File: src/rtl/ysyx_25030085_pkg.sv
// ysyx_25030085_pkg
// Shared definitions for the multi-cycle core sequencer.
//   seq_state_e        : sequencer state encoding (S_ERR only when
//                        YSYX_25030085_SEQ_TIMEOUT_EN is defined)
//   DEF_TIMEOUT_CYCLES : default bus-wait limit for the watchdog
package ysyx_25030085_pkg;

    localparam int DEF_TIMEOUT_CYCLES = 255;

    typedef enum logic [2:0] {
        S_IDLE  = 3'd0,
        S_FETCH = 3'd1,
        S_EXEC  = 3'd2,
        S_MEM   = 3'd3,
        S_WB    = 3'd4
`ifdef YSYX_25030085_SEQ_TIMEOUT_EN
        , S_ERR = 3'd5
`endif
    } seq_state_e;

endpackage

File: src/rtl/ysyx_25030085_bus_wdt.sv
// ysyx_25030085_bus_wdt
// Bus-wait watchdog. Counts consecutive cycles spent waiting for a
// handshake and flags expiry on the TIMEOUT_CYCLES-th waiting cycle.
// Only instantiated when YSYX_25030085_SEQ_TIMEOUT_EN is defined.
// Ports:
//   clk     : clock, rising edge
//   rst     : asynchronous active-low reset
//   active  : sequencer is in a waiting state (FETCH or MEM)
//   restart : sequencer changes state this cycle; count restarts at 0
//   expired : current waiting cycle is the last one allowed
module ysyx_25030085_bus_wdt
    import ysyx_25030085_pkg::*;
#(
    parameter int TIMEOUT_CYCLES = DEF_TIMEOUT_CYCLES
) (
    input  logic clk,
    input  logic rst,
    input  logic active,
    input  logic restart,
    output logic expired
);

    // Count never exceeds TIMEOUT_CYCLES-1, so clog2(TIMEOUT_CYCLES) bits suffice.
    localparam int CW = (TIMEOUT_CYCLES > 1) ? $clog2(TIMEOUT_CYCLES) : 1;

    logic [CW-1:0] cnt;

    assign expired = active && (cnt == CW'(TIMEOUT_CYCLES - 1));

    always_ff @(posedge clk or negedge rst) begin
        if (!rst) begin
            cnt <= '0;
        end else if (restart || !active) begin
            cnt <= '0;
        end else if (!expired) begin
            cnt <= cnt + 1'b1;
        end
    end

endmodule

File: src/rtl/ysyx_25030085_core_seq.sv
// ysyx_25030085_core_seq
// Multi-cycle instruction sequencer: FETCH -> EXEC -> [MEM ->] WB.
// Optional bus timeout: define YSYX_25030085_SEQ_TIMEOUT_EN to enable the
// watchdog and the sticky ERR state; otherwise FETCH/MEM wait forever and
// err is tied low.
// Ports:
//   clk, rst             : clock (rising edge), async active-low reset
//   pc                   : current PC from the PC unit
//   ifu_req/ifu_addr     : fetch request and address (FETCH only)
//   ifu_rvalid/ifu_rdata : fetch response
//   inst                 : latched instruction
//   mem_read/mem_write/reg_write : decoded control flags
//   lsu_req/lsu_we/lsu_done      : data memory handshake (MEM only)
//   pc_we/reg_we         : writeback strobes (WB only)
//   retire_cnt           : retired-instruction counter (wraps)
//   err                  : sticky bus timeout flag
//
// state   | meaning
// --------+---------------------------------------------------
// S_IDLE  | just out of reset, go fetch on the next clock
// S_FETCH | request instruction at pc, wait for ifu_rvalid
// S_EXEC  | one cycle for decode/ALU on the latched inst
// S_MEM   | data memory access, wait for lsu_done
// S_WB    | one cycle: pc_we, reg_we, count retirement
// S_ERR   | bus timeout, parked until reset (timeout build only)
module ysyx_25030085_core_seq
    import ysyx_25030085_pkg::*;
#(
    parameter int TIMEOUT_CYCLES = DEF_TIMEOUT_CYCLES,
    parameter int XLEN           = 32
) (
    input  logic            clk,
    input  logic            rst,
    input  logic [XLEN-1:0] pc,
    output logic            ifu_req,
    output logic [XLEN-1:0] ifu_addr,
    input  logic            ifu_rvalid,
    input  logic [XLEN-1:0] ifu_rdata,
    output logic [XLEN-1:0] inst,
    input  logic            mem_read,
    input  logic            mem_write,
    input  logic            reg_write,
    output logic            lsu_req,
    output logic            lsu_we,
    input  logic            lsu_done,
    output logic            pc_we,
    output logic            reg_we,
    output logic [XLEN-1:0] retire_cnt,
    output logic            err
);

    seq_state_e      state;
    seq_state_e      state_nxt;
    logic [XLEN-1:0] retire_q;

`ifdef YSYX_25030085_SEQ_TIMEOUT_EN
    logic wdt_expired;

    ysyx_25030085_bus_wdt #(
        .TIMEOUT_CYCLES(TIMEOUT_CYCLES)
    ) u_bus_wdt (
        .clk    (clk),
        .rst    (rst),
        .active (state == S_FETCH || state == S_MEM),
        .restart(state_nxt != state),
        .expired(wdt_expired)
    );
`endif

    always_ff @(posedge clk or negedge rst) begin
        if (!rst) begin
            state <= S_IDLE;
        end else begin
            state <= state_nxt;
        end
    end

    // Outputs are decoded from the state register so reset clears them at once.
    always_comb begin
        state_nxt = state;
        ifu_req   = 1'b0;
        ifu_addr  = '0;
        lsu_req   = 1'b0;
        lsu_we    = 1'b0;
        pc_we     = 1'b0;
        reg_we    = 1'b0;
        case (state)
            S_IDLE: state_nxt = S_FETCH;
            S_FETCH: begin
                ifu_req  = 1'b1;
                ifu_addr = pc;
                if (ifu_rvalid) begin
                    state_nxt = S_EXEC;
                end
`ifdef YSYX_25030085_SEQ_TIMEOUT_EN
                else if (wdt_expired) begin
                    state_nxt = S_ERR;
                end
`endif
            end
            S_EXEC: state_nxt = (mem_read || mem_write) ? S_MEM : S_WB;
            S_MEM: begin
                lsu_req = 1'b1;
                lsu_we  = mem_write;
                if (lsu_done) begin
                    state_nxt = S_WB;
                end
`ifdef YSYX_25030085_SEQ_TIMEOUT_EN
                else if (wdt_expired) begin
                    state_nxt = S_ERR;
                end
`endif
            end
            S_WB: begin
                pc_we     = 1'b1;
                // Both load and store flags set is treated as a store: no regfile write.
                reg_we    = reg_write && !(mem_read && mem_write);
                state_nxt = S_FETCH;
            end
`ifdef YSYX_25030085_SEQ_TIMEOUT_EN
            S_ERR: state_nxt = S_ERR;
`endif
            default: state_nxt = S_IDLE;
        endcase
    end

    always_ff @(posedge clk or negedge rst) begin
        if (!rst) begin
            inst <= '0;
        end else if (state == S_FETCH && ifu_rvalid) begin
            inst <= ifu_rdata;
        end
    end

    always_ff @(posedge clk or negedge rst) begin
        if (!rst) begin
            retire_q <= '0;
        end else if (state == S_WB) begin
            retire_q <= retire_q + 1'b1;
        end
    end

    assign retire_cnt = retire_q;

`ifdef YSYX_25030085_SEQ_TIMEOUT_EN
    always_ff @(posedge clk or negedge rst) begin
        if (!rst) begin
            err <= 1'b0;
        end else if (state_nxt == S_ERR) begin
            err <= 1'b1;
        end
    end
`else
    assign err = 1'b0;
`endif

endmodule
File: config.mk
export PLATFORM = sky130hd
export DESIGN_NAME = ysyx_25030085_core_seq
export DESIGN_NICKNAME = d
export VERILOG_FILES = /design/src/rtl/ysyx_25030085_pkg.sv /design/src/rtl/ysyx_25030085_bus_wdt.sv /design/src/rtl/ysyx_25030085_core_seq.sv
export SDC_FILE = /design/constraint.sdc
export NUM_CORES = 1
export LEC_CHECK = 0
export ABC_AREA = 1
export BUFFER_PORTS_ARGS = -buffer_cell sky130_fd_sc_hd__buf_2
export CORE_MARGIN = 4
export CORE_UTILIZATION = 42
export DETAILED_ROUTE_END_ITERATION = 8
export PLACE_DENSITY = 0.85
export SLEW_MARGIN = 30
export SYNTH_ARGS = -nofsm -noshare
export SYNTH_HDL_FRONTEND = slang
export SYNTH_SLANG_ARGS = --single-unit
File: constraint.sdc
create_clock -name clk -period 1.3 [get_ports clk]
set_input_delay 0.26 -clock clk [delete_from_list [all_inputs] [get_ports clk]]
set_output_delay 0.26 -clock clk [all_outputs]
set_load 0.03 [all_outputs]
==> reports/metrics.cfg <==
[outcome]
status=complete, but fails checks
violations=negative setup slack

[global_route]
grt.busiest_layer=met2
antenna_found_initial=0
met2_usage=0.4855
use_met3=0.04979
grt_pass1_wl_um=20930
grt_max_degree=68
grt_usage=0.2684
grt_use_met1=0.2994
grt_pass1_vias=4198
gr-total-overflow=0

[setup_path]
start_kind=register
path_max_fanout=14
arrival_ns=1.53
cp-end-kind=output port
required_ns=1.04
path_class=register to output port

[clocking]
cts.htree.levels=3
clockRootBuffer=clkbuf_8
tritoncts=built
numCtsBuffers=9
clkTransAtPathRegs_ns=0.08
clock-sinks=67
clockBufferDepth=2
clock_latency_ns=0.35

[die]
dieArea_um2=9918
fp.dieW_um=99.59
ioPinCount=173
coreArea_um2=8175
num_rows=33
die_h_um=99.59
initial_core_util=0.4310

[sta]
setup_violations=108
clock_skew_ns=0.02222
period_minus_slack_ns=1.785
hold_violations=0
rsz0062_at_grt=true
fin_hold_ws_ns=0.1438
maxSlewViolCount=0
max_freq_ghz=0.5601
finalCritPeriodShare=1.373
fin_ws_ns=-0.4854
slew-limit-headroom=0.6162
worstMarginPinSlew_ns=0.5705

[route]
drtIter0Drc=228
drc=0
vias=3936
viasPerCell=5.234
wirelength_um=14660
final_antenna_net_count=0
dr.pass1.iters=5
post_drt_wl_per_cell_um=19.50

[final_layout]
num_antenna_cells=0
syn2layout_area_growth_pct=85.23
instances_no_fill=752
drive_gt1_frac=0.6522
num-nets-final=714

[place]
pre_cts_ws_ns=-0.2219
dp.cells=703
routabilityCongestion=0.8751
hpwl_um=8408
portBuffers=171

[synthesis]
synth.distinct_cells=28
syn_avg_cell_area_um2=9.128
syn-num-nets=458
netlist_area_um2=3523
ys_seq_elements=67
postSynthCellCount=386
ys_seq_area_frac=0.4759
yosysWarningCount=0

[job]
max_cap_viol_count=0

[worst_hold_path]
hp-class=input port to register

[power]
power_density_nw_per_um2=1988
vdd_drop_max_mv=1.278
p_leak_nw=3.359

==> placed cells by master, fill, tap and decap left out, drive strengths merged, types with 2 or more instances in the layout <==
cell      n
mux2     32
nand3    19
xnor2    13
nor2     74
dfrtp    67
buf     245
nor3     11
nand4    14
inv      64
nand2    70
clkinv    2
clkbuf   17
xor2      8
o21ai     3
==> power breakdown <==
part | switching, mW | leakage (nW) | total [mW] | internal, mW
Combinational | 4.52 | 2.44 | 7.99 | 3.47
Sequential | 0.479 | 0.815 | 3.19 | 2.71
Clock | 0.797 | 0.101 | 1.79 | 0.993
==> stage by stage <==
step | utilization | power (mW) | cell area, um^2 | setup TNS, ns
after floorplan | - | 7.797 | 3928 | -4.747
after global placement | 0.6371 | 9.142 | 5209 | -9.648
after detailed placement | 0.6371 | 9.350 | 5209 | -13.34
after CTS | 0.7666 | 12.58 | 6267 | -27.95
after global routing | 0.7983 | 13.47 | 6526 | -38.63
final | 0.7983 | 12.97 | 6526 | -33.08
==> state kept, by name, indices dropped and copies added (netlist names) <==
| name | cells |
|---|---|
| retire_cnt | 32 |
| inst | 32 |
| state | 3 |
==> kinds of logic after synthesis <==
| logic type | count (synthesis) | share of synthesized area |
|---|---|---|
| fa+ha+maj | 1 | 0.003551 |
| mux | 32 | 0.1342 |
| compound gates | 5 | 0.007811 |
| buf+inv | 72 | 0.08523 |
| other cells | 1 | 0.001064 |
| flops | 67 | 0.4759 |
| simple gates | 187 | 0.2401 |
| xor+xnor | 21 | 0.05220 |
==> routing by layer <==
metal | part of all wire | wire [um]
met1 | 0.35 | 5123
met2 | 0.52 | 7671
met3 | 0.079 | 1153
met4 | 0.049 | 713
met5 | 0 | 0
==> synthesized netlist by cell type <==
cell type  instances  area share
dfrtp_1           67        0.48
nor2_1            66       0.070
nand2_1           63       0.067
inv_1             62       0.066
mux2_4            30        0.13
nand3_1           19       0.027
nand4_1           14       0.025
xnor2_1           13       0.032
nor3_1            11       0.016
xor2_1             8       0.020
nor2_2             4      0.0071
nor2_4             4       0.013
buf_6              3      0.0096
clkbuf_1           3      0.0032
nand2_4            3      0.0096
o21ai_0            3      0.0043
mux2_2             2      0.0064
a21oi_1            1      0.0014
buf_4              1      0.0021
clkinv_2           1      0.0014
conb_1             1      0.0011
ha_1               1      0.0036
inv_2              1      0.0011
inv_4              1      0.0018
nand2_2            1      0.0018
nand3b_1           1      0.0021
nor4_1             1      0.0018
o21bai_1           1      0.0021
==> path summary, 6_finish.rpt <==
path                                 from              to  slack, ns  cells past startpoint
hold reg to reg            retire_cnt[20]  retire_cnt[20]       0.50                      1
setup reg to reg            retire_cnt[0]  retire_cnt[14]      -0.35                      8
hold / removal              ifu_rdata[15]        inst[15]       0.14                      2
min in group asynchronous             rst   retire_cnt[5]       0.50                      3
setup / recovery                 state[0]    ifu_addr[30]      -0.49                      6
max in group asynchronous             rst  retire_cnt[24]       0.43                      3
==> critical path, cell delays in order, from the launching register on <==
cell,delay (ns)
dfrtp_2,0.43
inv_2,0.07
nor2_4,0.11
nand2_4,0.12
buf_12,0.20
nor2_4,0.12
buf_6,0.14
==> what timing repair did <==
action / 4_1_cts / 5_1_grt
pin swaps: 29 / 23
gates cloned: 4 / 0
resized for setup: 185 / 53
hold endpoints to repair: 67 / 0
hold buffers: 1 / 0
setup endpoints to repair: 112 / 121
setup buffers: 20 / 18
==> final cells by class <==
| type | instances | area, um^2 |
|---|---|---|
| Tap cell | 105 | 131.4 |
| Clock buffer | 14 | 162.7 |
| Timing Repair Buffer | 249 | 2021 |
| Inverter | 65 | 269.0 |
| Multi-Input combinational cell | 250 | 2197 |
| Sequential cell | 67 | 1710 |
| Fill cell | 449 | 1649 |
| Clock inverter | 2 | 35.03 |
Power figures use the tool's default switching activity.
